### config.mk
export PLATFORM = sky130hd
export DESIGN_NAME = dcache_port_arbiter
export DESIGN_NICKNAME = d
export VERILOG_FILES = /design/src/rtl/dcache_port_arbiter.sv
export SDC_FILE = /design/constraint.sdc
export NUM_CORES = 1
export LEC_CHECK = 0
export ABC_AREA = 1
export CAP_MARGIN = 20
export CORE_AREA = 2 2 142 144
export DETAILED_ROUTE_END_ITERATION = 12
export DIE_AREA = 0 0 144 146
export GPL_ROUTABILITY_DRIVEN = 0
export PLACE_DENSITY = 0.64
export SYNTH_ARGS = -nofsm -noshare
export SYNTH_HDL_FRONTEND = slang
export SYNTH_SLANG_ARGS = --single-unit
### constraint.sdc
create_clock -name clk -period 2.2 [get_ports clk]
set_input_delay 0.22 -clock clk [delete_from_list [all_inputs] [get_ports clk]]
set_output_delay 0.22 -clock clk [all_outputs]
set_load 0.02 [all_outputs]
### src/rtl/dcache_port_arbiter.sv
// Arbitrates one wt_dcache load port between CPU loads (strict priority) and the stride prefetcher.
// Grant is combinational from IDLE, one transaction in flight; the losing side sees gnt=0 until IDLE.
package dcache_port_arbiter_pkg;
  localparam int unsigned DcacheIndexWidth = 12;
  localparam int unsigned DcacheTagWidth   = 20;
  localparam int unsigned XLen             = 32;

  typedef struct packed {
    logic [DcacheIndexWidth-1:0] address_index;
    logic [DcacheTagWidth-1:0]   address_tag;
    logic [XLen-1:0]             data_wdata;
    logic                        data_req;
    logic                        data_we;
    logic [XLen/8-1:0]           data_be;
    logic [1:0]                  data_size;
    logic                        kill_req;
    logic                        tag_valid;
  } dcache_req_i_t;

  typedef struct packed {
    logic            data_gnt;
    logic            data_rvalid;
    logic [XLen-1:0] data_rdata;
  } dcache_req_o_t;
endpackage

module dcache_port_arbiter
  import dcache_port_arbiter_pkg::*;
#(
  parameter int unsigned IdleThres = 16,
  parameter int unsigned CntWidth  = 8
) (
  input  logic          clk,
  input  logic          rst_i,
  input  logic          pf_en_i,
  input  dcache_req_i_t cpu_port_i,
  output dcache_req_o_t cpu_port_o,
  input  dcache_req_i_t pf_port_i,
  output dcache_req_o_t pf_port_o,
  output dcache_req_i_t cache_port_o,
  input  dcache_req_o_t cache_port_i,
  output logic          busy_o,
  output logic          owner_o,
  output logic [31:0]   pf_issued_o
);

  typedef enum logic [2:0] {IDLE, CPU_TAG, CPU_WAIT, PF_TAG, PF_WAIT} state_e;

  localparam logic [CntWidth-1:0] IdleMax = CntWidth'(IdleThres);

  state_e                      state_q, state_d;
  logic [CntWidth-1:0]         idle_cnt_q;
  logic                        owner_q;
  logic [31:0]                 pf_issued_q;
  logic [DcacheIndexWidth-1:0] index_q;

  logic                        pf_ok;
  logic                        pf_owns;
  logic                        cpu_grant;
  logic                        pf_grant;
  logic [DcacheTagWidth-1:0]   owner_tag;
  logic [1:0]                  owner_size;
  logic                        owner_tag_valid;
  logic                        owner_kill;
  dcache_req_o_t               owner_rsp;

  assign pf_ok   = pf_en_i && (idle_cnt_q == IdleMax);
  assign pf_owns = (state_q == PF_TAG) || (state_q == PF_WAIT);

  // Only the tag-phase fields of the owner are needed once the index phase is over.
  assign owner_tag       = pf_owns ? pf_port_i.address_tag : cpu_port_i.address_tag;
  assign owner_size      = pf_owns ? pf_port_i.data_size   : cpu_port_i.data_size;
  assign owner_tag_valid = pf_owns ? pf_port_i.tag_valid   : cpu_port_i.tag_valid;
  assign owner_kill      = pf_owns ? pf_port_i.kill_req    : cpu_port_i.kill_req;

  always_comb begin
    state_d      = state_q;
    cache_port_o = '0;
    cpu_port_o   = '0;
    pf_port_o    = '0;
    owner_rsp    = '0;
    cpu_grant    = 1'b0;
    pf_grant     = 1'b0;

    case (state_q)
      IDLE: begin
        if (cpu_port_i.data_req) begin
          cache_port_o           = cpu_port_i;
          cache_port_o.tag_valid = 1'b0;
          cache_port_o.kill_req  = 1'b0;
          cpu_port_o.data_gnt    = cache_port_i.data_gnt;
          cpu_grant              = cache_port_i.data_gnt;
        end else if (pf_port_i.data_req && pf_ok) begin
          cache_port_o           = pf_port_i;
          cache_port_o.tag_valid = 1'b0;
          cache_port_o.kill_req  = 1'b0;
          pf_port_o.data_gnt     = cache_port_i.data_gnt;
          pf_grant               = cache_port_i.data_gnt;
        end
        if (cpu_grant) begin
          state_d = CPU_TAG;
        end else if (pf_grant) begin
          state_d = PF_TAG;
        end
      end

      CPU_TAG, PF_TAG: begin
        cache_port_o.address_index = index_q;
        cache_port_o.address_tag   = owner_tag;
        cache_port_o.data_size     = owner_size;
        cache_port_o.tag_valid     = owner_tag_valid;
        cache_port_o.kill_req      = owner_kill;
        owner_rsp.data_rvalid      = cache_port_i.data_rvalid;
        owner_rsp.data_rdata       = cache_port_i.data_rdata;
        // A hit can return data in the same cycle the tag is presented.
        if (owner_kill || cache_port_i.data_rvalid) begin
          state_d = IDLE;
        end else if (owner_tag_valid) begin
          state_d = pf_owns ? PF_WAIT : CPU_WAIT;
        end
      end

      CPU_WAIT, PF_WAIT: begin
        owner_rsp.data_rvalid = cache_port_i.data_rvalid;
        owner_rsp.data_rdata  = cache_port_i.data_rdata;
        if (cache_port_i.data_rvalid) begin
          state_d = IDLE;
        end
      end

      default: state_d = IDLE;
    endcase

    if (state_q != IDLE) begin
      if (pf_owns) begin
        pf_port_o = owner_rsp;
      end else begin
        cpu_port_o = owner_rsp;
      end
    end
  end

  always_ff @(posedge clk) begin
    if (rst_i) begin
      state_q     <= IDLE;
      idle_cnt_q  <= '0;
      owner_q     <= 1'b0;
      pf_issued_q <= '0;
      index_q     <= '0;
    end else begin
      state_q <= state_d;
      if (cpu_port_i.data_req) begin
        idle_cnt_q <= '0;
      end else if (idle_cnt_q < IdleMax) begin
        idle_cnt_q <= idle_cnt_q + CntWidth'(1);
      end
      if (cpu_grant) begin
        owner_q <= 1'b0;
        index_q <= cpu_port_i.address_index;
      end else if (pf_grant) begin
        owner_q     <= 1'b1;
        index_q     <= pf_port_i.address_index;
        pf_issued_q <= pf_issued_q + 32'd1;
      end
    end
  end

  assign busy_o      = (state_q != IDLE);
  assign owner_o     = owner_q;
  assign pf_issued_o = pf_issued_q;

endmodule
# Word-level counts from Yosys, hierarchy flattened
# Index checks and enable logic that the tools add are counted.
dict set report word_totals {
  ff_bits 56
  input_bits 185
  output_inout_bits 176
  word_cells 63
}
dict set report op_classes {
  n_addsub 2
  order_cmp 1
  n_eq_ne 8
  n_mux 32
  bitwise_logic 1
  n_reduce_logical 14
}
# cell count
set ops {}
lappend ops {{$mux W74} 2}
lappend ops {{$mux W34} 4}
lappend ops {{$pmux W32 S2} 1}
lappend ops {{$mux W38} 1}
lappend ops {{$mux W33} 1}
lappend ops {{$add A32 B1 Y32 const B} 1}
lappend ops {{$mux W12} 2}
lappend ops {{$mux W20} 1}
lappend ops {{$mux W3} 6}
lappend ops {{$mux W1} 11}
lappend ops {{$pmux W3 S3} 1}
lappend ops {{$add A8 B1 Y8 const B} 1}
lappend ops {{$eq A8 B5 Y1 const B} 1}
lappend ops {{$lt A8 B5 Y1 const B} 1}
lappend ops {{$pmux W4 S2} 1}
lappend ops {{$reduce_or A2 Y1} 4}
lappend ops {{$eq A3 B2 Y1 const B} 2}
lappend ops {{$ne A3 B3 Y1 const B} 2}
lappend ops {{$reduce_or A4 Y1} 1}
lappend ops {{$eq A3 B1 Y1 const B} 1}
lappend ops {{$eq A3 B3 Y1 const B} 1}
lappend ops {{$logic_not A3 Y1} 1}
lappend ops {{$reduce_and A3 Y1} 1}
lappend ops {{$reduce_bool A3 Y1} 1}
lappend ops {{7 further kinds} 9}

# Logic depth before layout (Yosys ltp)
dict set report depth {
  word_depth 9
  mapped_depth 12
}

# Least setup slack after synthesis
# OpenSTA, ideal clock, no wires.
dict set report synth_path {
  path_type {flip-flop to output port}
  startpoint {register idle_cnt_q[0]}
  endpoint {output cache_port_o[31] (netlist name)}
  arrival_time_ns 1.652
  path_slack_ns 0.328
  path_stages_with_launch 11
  path_buffers 2
  cell_sequence {dfxtp_1 inv_1 ha_1 nand3_1 inv_1 nand3_2 inv_2 buf_4 buf_4 nand3_1 a21oi_1}
}
# item line_no
set synth_lines {}
lappend synth_lines {{from (decl)} 52} ;# logic [CntWidth-1:0] idle_cnt_q;
lappend synth_lines {{from (signal assigned)} 155} ;# idle_cnt_q <= idle_cnt_q + CntWidth'(1);
lappend synth_lines {{to (decl)} 40} ;# output dcache_req_i_t cache_port_o,

==> results.py <==
metrics = {
    "status": {
        "outcome": "completed",
    },
    "layout": {
        "fin_nets": 1516,
        "multi_input_area_mm2": 0.00336,
        "register_area_mm2": 0.00112,
        "area_delta_synth_final_pct": 81.0,
        "drive_gt1_share_pct": 14.1,
        "fillerInstances": 2063,
        "final_core_util_pct": 48.2,
    },
    "sta": {
        "setup_violations": 0,
        "final-hold-violation-count": 0,
        "fmax_mhz": 474,
        "period_share_pct": 95.9,
        "maxSlewHeadroom_pct": 73.0,
        "holdWs_ps": 459,
        "worstMarginPinSlew_ps": 401,
        "period_minus_slack_ps": 2110,
        "finalMaxSlewViolations": 0,
        "finalClockSkew_ps": 5.28,
    },
    "global_route": {
        "first_global_vias": 6826,
        "grt_start_max_net_pins": 68,
        "grt_usage_pct": 23.9,
        "grt_pass1_wl_mm": 39.1,
        "grt_overflow": 0,
        "antenna_found_initial": 7,
    },
    "worst_hold_path": {
        "hold_end": "idle_cnt_q[6]",
        "worstHoldPathCells": 2,
        "hold_start": "idle_cnt_q[6]",
        "hold_class": "reg2reg",
    },
    "drt": {
        "antenna_left": 0,
        "via_per_inst": 4.65,
        "routed_wl_mm": 26.6,
        "first_pass_iters": 4,
        "vias": 7446,
        "drc": 0,
        "wl_per_cell_um": 16.6,
        "initialDrtViolationCount": 359,
    },
    "worst_setup_path": {
        "worstSetupEndpointType": "output pin",
        "cp.arrival_ps": 1890,
        "critPathLaunchType": "register",
        "rrSetupSlack_ps": 280,
        "r2r_start": "state_q[1]",
        "worst_ep_required_time_ps": 1980,
        "worstSetupPathType": "reg2out",
        "crit_fanout": 14,
        "rr_worst_depth": 11,
        "timing.rr.end": "pf_issued_o[23]",
    },
    "synthesis": {
        "synth_async_sr_flop_share_pct": 0,
        "syn_area_mm2": 0.00515,
        "synth_top_family_by_area": "simple AND/OR/NAND/NOR gates",
        "ys_seq_area_share_pct": 21.8,
        "syn_inst": 960,
        "synth_compound_area_share_pct": 17.6,
        "synth_mux_area_share_pct": 0,
        "synth_ff_type": "dfxtp_1",
        "ys_seq_elements": 56,
        "yosys-top-cells-area": "dfxtp_1 (22%), nand2_1 (16%), nor2_1 (14%), inv_1 (8.6%), o21ai_0 (8.5%)",
        "synth_top_area_cell": "dfxtp_1",
        "synthAdderAreaFrac_pct": 0.729,
        "yosysWarnings": 0,
        "yosysTopAreaCellShare_pct": 21.8,
        "syn_area_per_cell_um2": 5.37,
        "synth_xor_area_share_pct": 1.19,
        "synth_nets": 1148,
        "synth_edf_count": 0,
        "synth_simple_gate_area_share_pct": 44.6,
        "yosysMostFrequentCell": "nand2_1",
        "ys_types": 31,
        "synth_common_cells": "nand2_1 (214), nor2_1 (189), inv_1 (118)",
    },
    "floorplan": {
        "dieArea_mm2": 0.0210,
        "die_h_um": 146,
        "pin_count": 361,
        "num_rows": 51,
        "core_mm2": 0.0193,
        "fp.dieW_um": 144,
        "initial_utilization_pct": 26.6,
    },
    "power": {
        "power_switching_w": 0.00305,
        "p_per_area_mw_per_mm2": 677,
        "clkPwrFrac_pct": 15.8,
        "combPwrFrac_pct": 66.6,
        "internal-power_w": 0.00326,
        "seqPwrFrac_pct": 17.7,
        "leakagePower_nw": 4.57,
        "irDropWorstVdd_uv": 303,
        "switching_share_pct": 48.3,
        "power_w": 0.00632,
    },
    "clock_network": {
        "cts_tree": "yes",
        "insertion_delay_ps": 300,
        "clk_pin_slew_ps": 80,
        "cts-buffers-inserted": 5,
        "cts-root-buf": "clkbuf_16",
        "cts_htree_levels": 2,
        "cts.sinks": 56,
        "cts_buffer_depth": 2,
        "hold_buffers": 0,
    },
    "placement": {
        "hpwl_mm": 21.1,
        "io_buffer_count": 360,
    },
    "run": {
        "drv_cap": 0,
    },
}
area by class of cell:
cell class	count	area share [%]
Inverter	128	5.23
Timing Repair Buffer	414	41.0
Tap cell	265	3.56
Clock buffer	7	1.64
Multi-Input combinational cell	723	36.1
Antenna cell	7	0.188
Sequential cell	56	12.1
Clock inverter	1	0.322
power groups by stage:
stage          logic (W)  clock network, W  registers [W]
6_report         0.00421          0.000996        0.00111
5_1_grt          0.00451           0.00105        0.00112
4_1_cts          0.00422           0.00102        0.00111
3_5_place_dp     0.00462                 0        0.00114
3_3_place_gp     0.00462                 0        0.00114
2_1_floorplan    0.00225                 0        0.00113
flip-flops by register name, summed over array words and instances, names as in the netlist:
register     count
pf_issued_o     32
state_q          3
owner_o          1
idle_cnt_q       8
index_q         12
cells by family after synthesis:
logic type / after synthesis
buf+inv: 181
xor+xnor: 7
fa+ha+maj: 3
flops: 56
compound gates: 173
simple gates: 540
metrics by stage:
stage               TNS [ps]  area (um2)  worst slack (ps)  std cells
floorplan                  0        5150               328        960
global placement      -18140        9290              -315       1582
detailed placement    -19910        9290              -354       1582
CTS                        0        9240             0.132       1594
global route           -27.0        9320             -12.1       1599
finish                     0        9320              91.3       1601
worst max-delay path by stage:
stage,slack [ps],cells after the start,to,startpoint
2_1_floorplan,330,10,cache_port_o[31],idle_cnt_q[0]
3_3_place_gp,-320,9,cache_port_o[38],pf_port_i[9]
3_5_place_dp,-350,9,cache_port_o[38],pf_port_i[9]
4_1_cts,0.1,11,cache_port_o[24],idle_cnt_q[0]
5_1_grt,-10,12,cache_port_o[68],idle_cnt_q[1]
6_report,90,6,cpu_port_o[10],state_q[0]
worst max-delay path: stages, from the launching register on:
cell	delay (ps)
dfxtp_1	350
nand2_1	90
nand2_2	80
or2_2	380
buf_4	220
nor2_1	100
dlygate4sd2_1	360
layout by cell type, fill, tap and decap left out, types with 2 or more instances in the layout:
| cell | Yosys | final |
|---|---|---|
| a21oi_1 | 54 | 50 |
| a21oi_2 | 1 | 5 |
| a31oi_1 | 3 | 3 |
| buf_12 | 0 | 7 |
| buf_2 | 16 | 50 |
| buf_4 | 5 | 58 |
| clkbuf_16 | 0 | 5 |
| clkbuf_8 | 0 | 2 |
| clkdlybuf4s15_1 | 0 | 5 |
| clkdlybuf4s15_2 | 0 | 6 |
| clkdlybuf4s50_1 | 0 | 217 |
| dfxtp_1 | 56 | 54 |
| dfxtp_2 | 0 | 2 |
| diode_2 | 0 | 7 |
| dlygate4sd2_1 | 0 | 51 |
| dlymetal6s2s_1 | 0 | 17 |
| ha_1 | 3 | 2 |
| inv_1 | 118 | 115 |
| inv_2 | 10 | 12 |
| nand2_1 | 214 | 213 |
| nand2_2 | 11 | 12 |
| nand3_1 | 85 | 84 |
| nand3b_1 | 4 | 4 |
| nand4_1 | 10 | 10 |
| nor2_1 | 189 | 189 |
| nor2_2 | 11 | 10 |
| nor2_4 | 6 | 7 |
| nor3_1 | 7 | 7 |
| o21ai_0 | 87 | 86 |
| o21ai_1 | 4 | 5 |
| o22ai_1 | 21 | 21 |
| xor2_1 | 7 | 7 |
routing by layer:
layer	global-route usage, %	wire [um]
met2	41.4	12900
met1	28.6	10700
met4	8.38	792
met5	0	13
met3	5.96	2250
timing repair:
item / 4_1_cts / 5_1_grt
setup buffers: 3 / 2
resized for setup: 325 / 44
pin swaps: 0 / 3
cloned: 1 / 0
setup endpoints to repair: 123 / 86
Note: power is estimated with default switching activity, not from simulation.
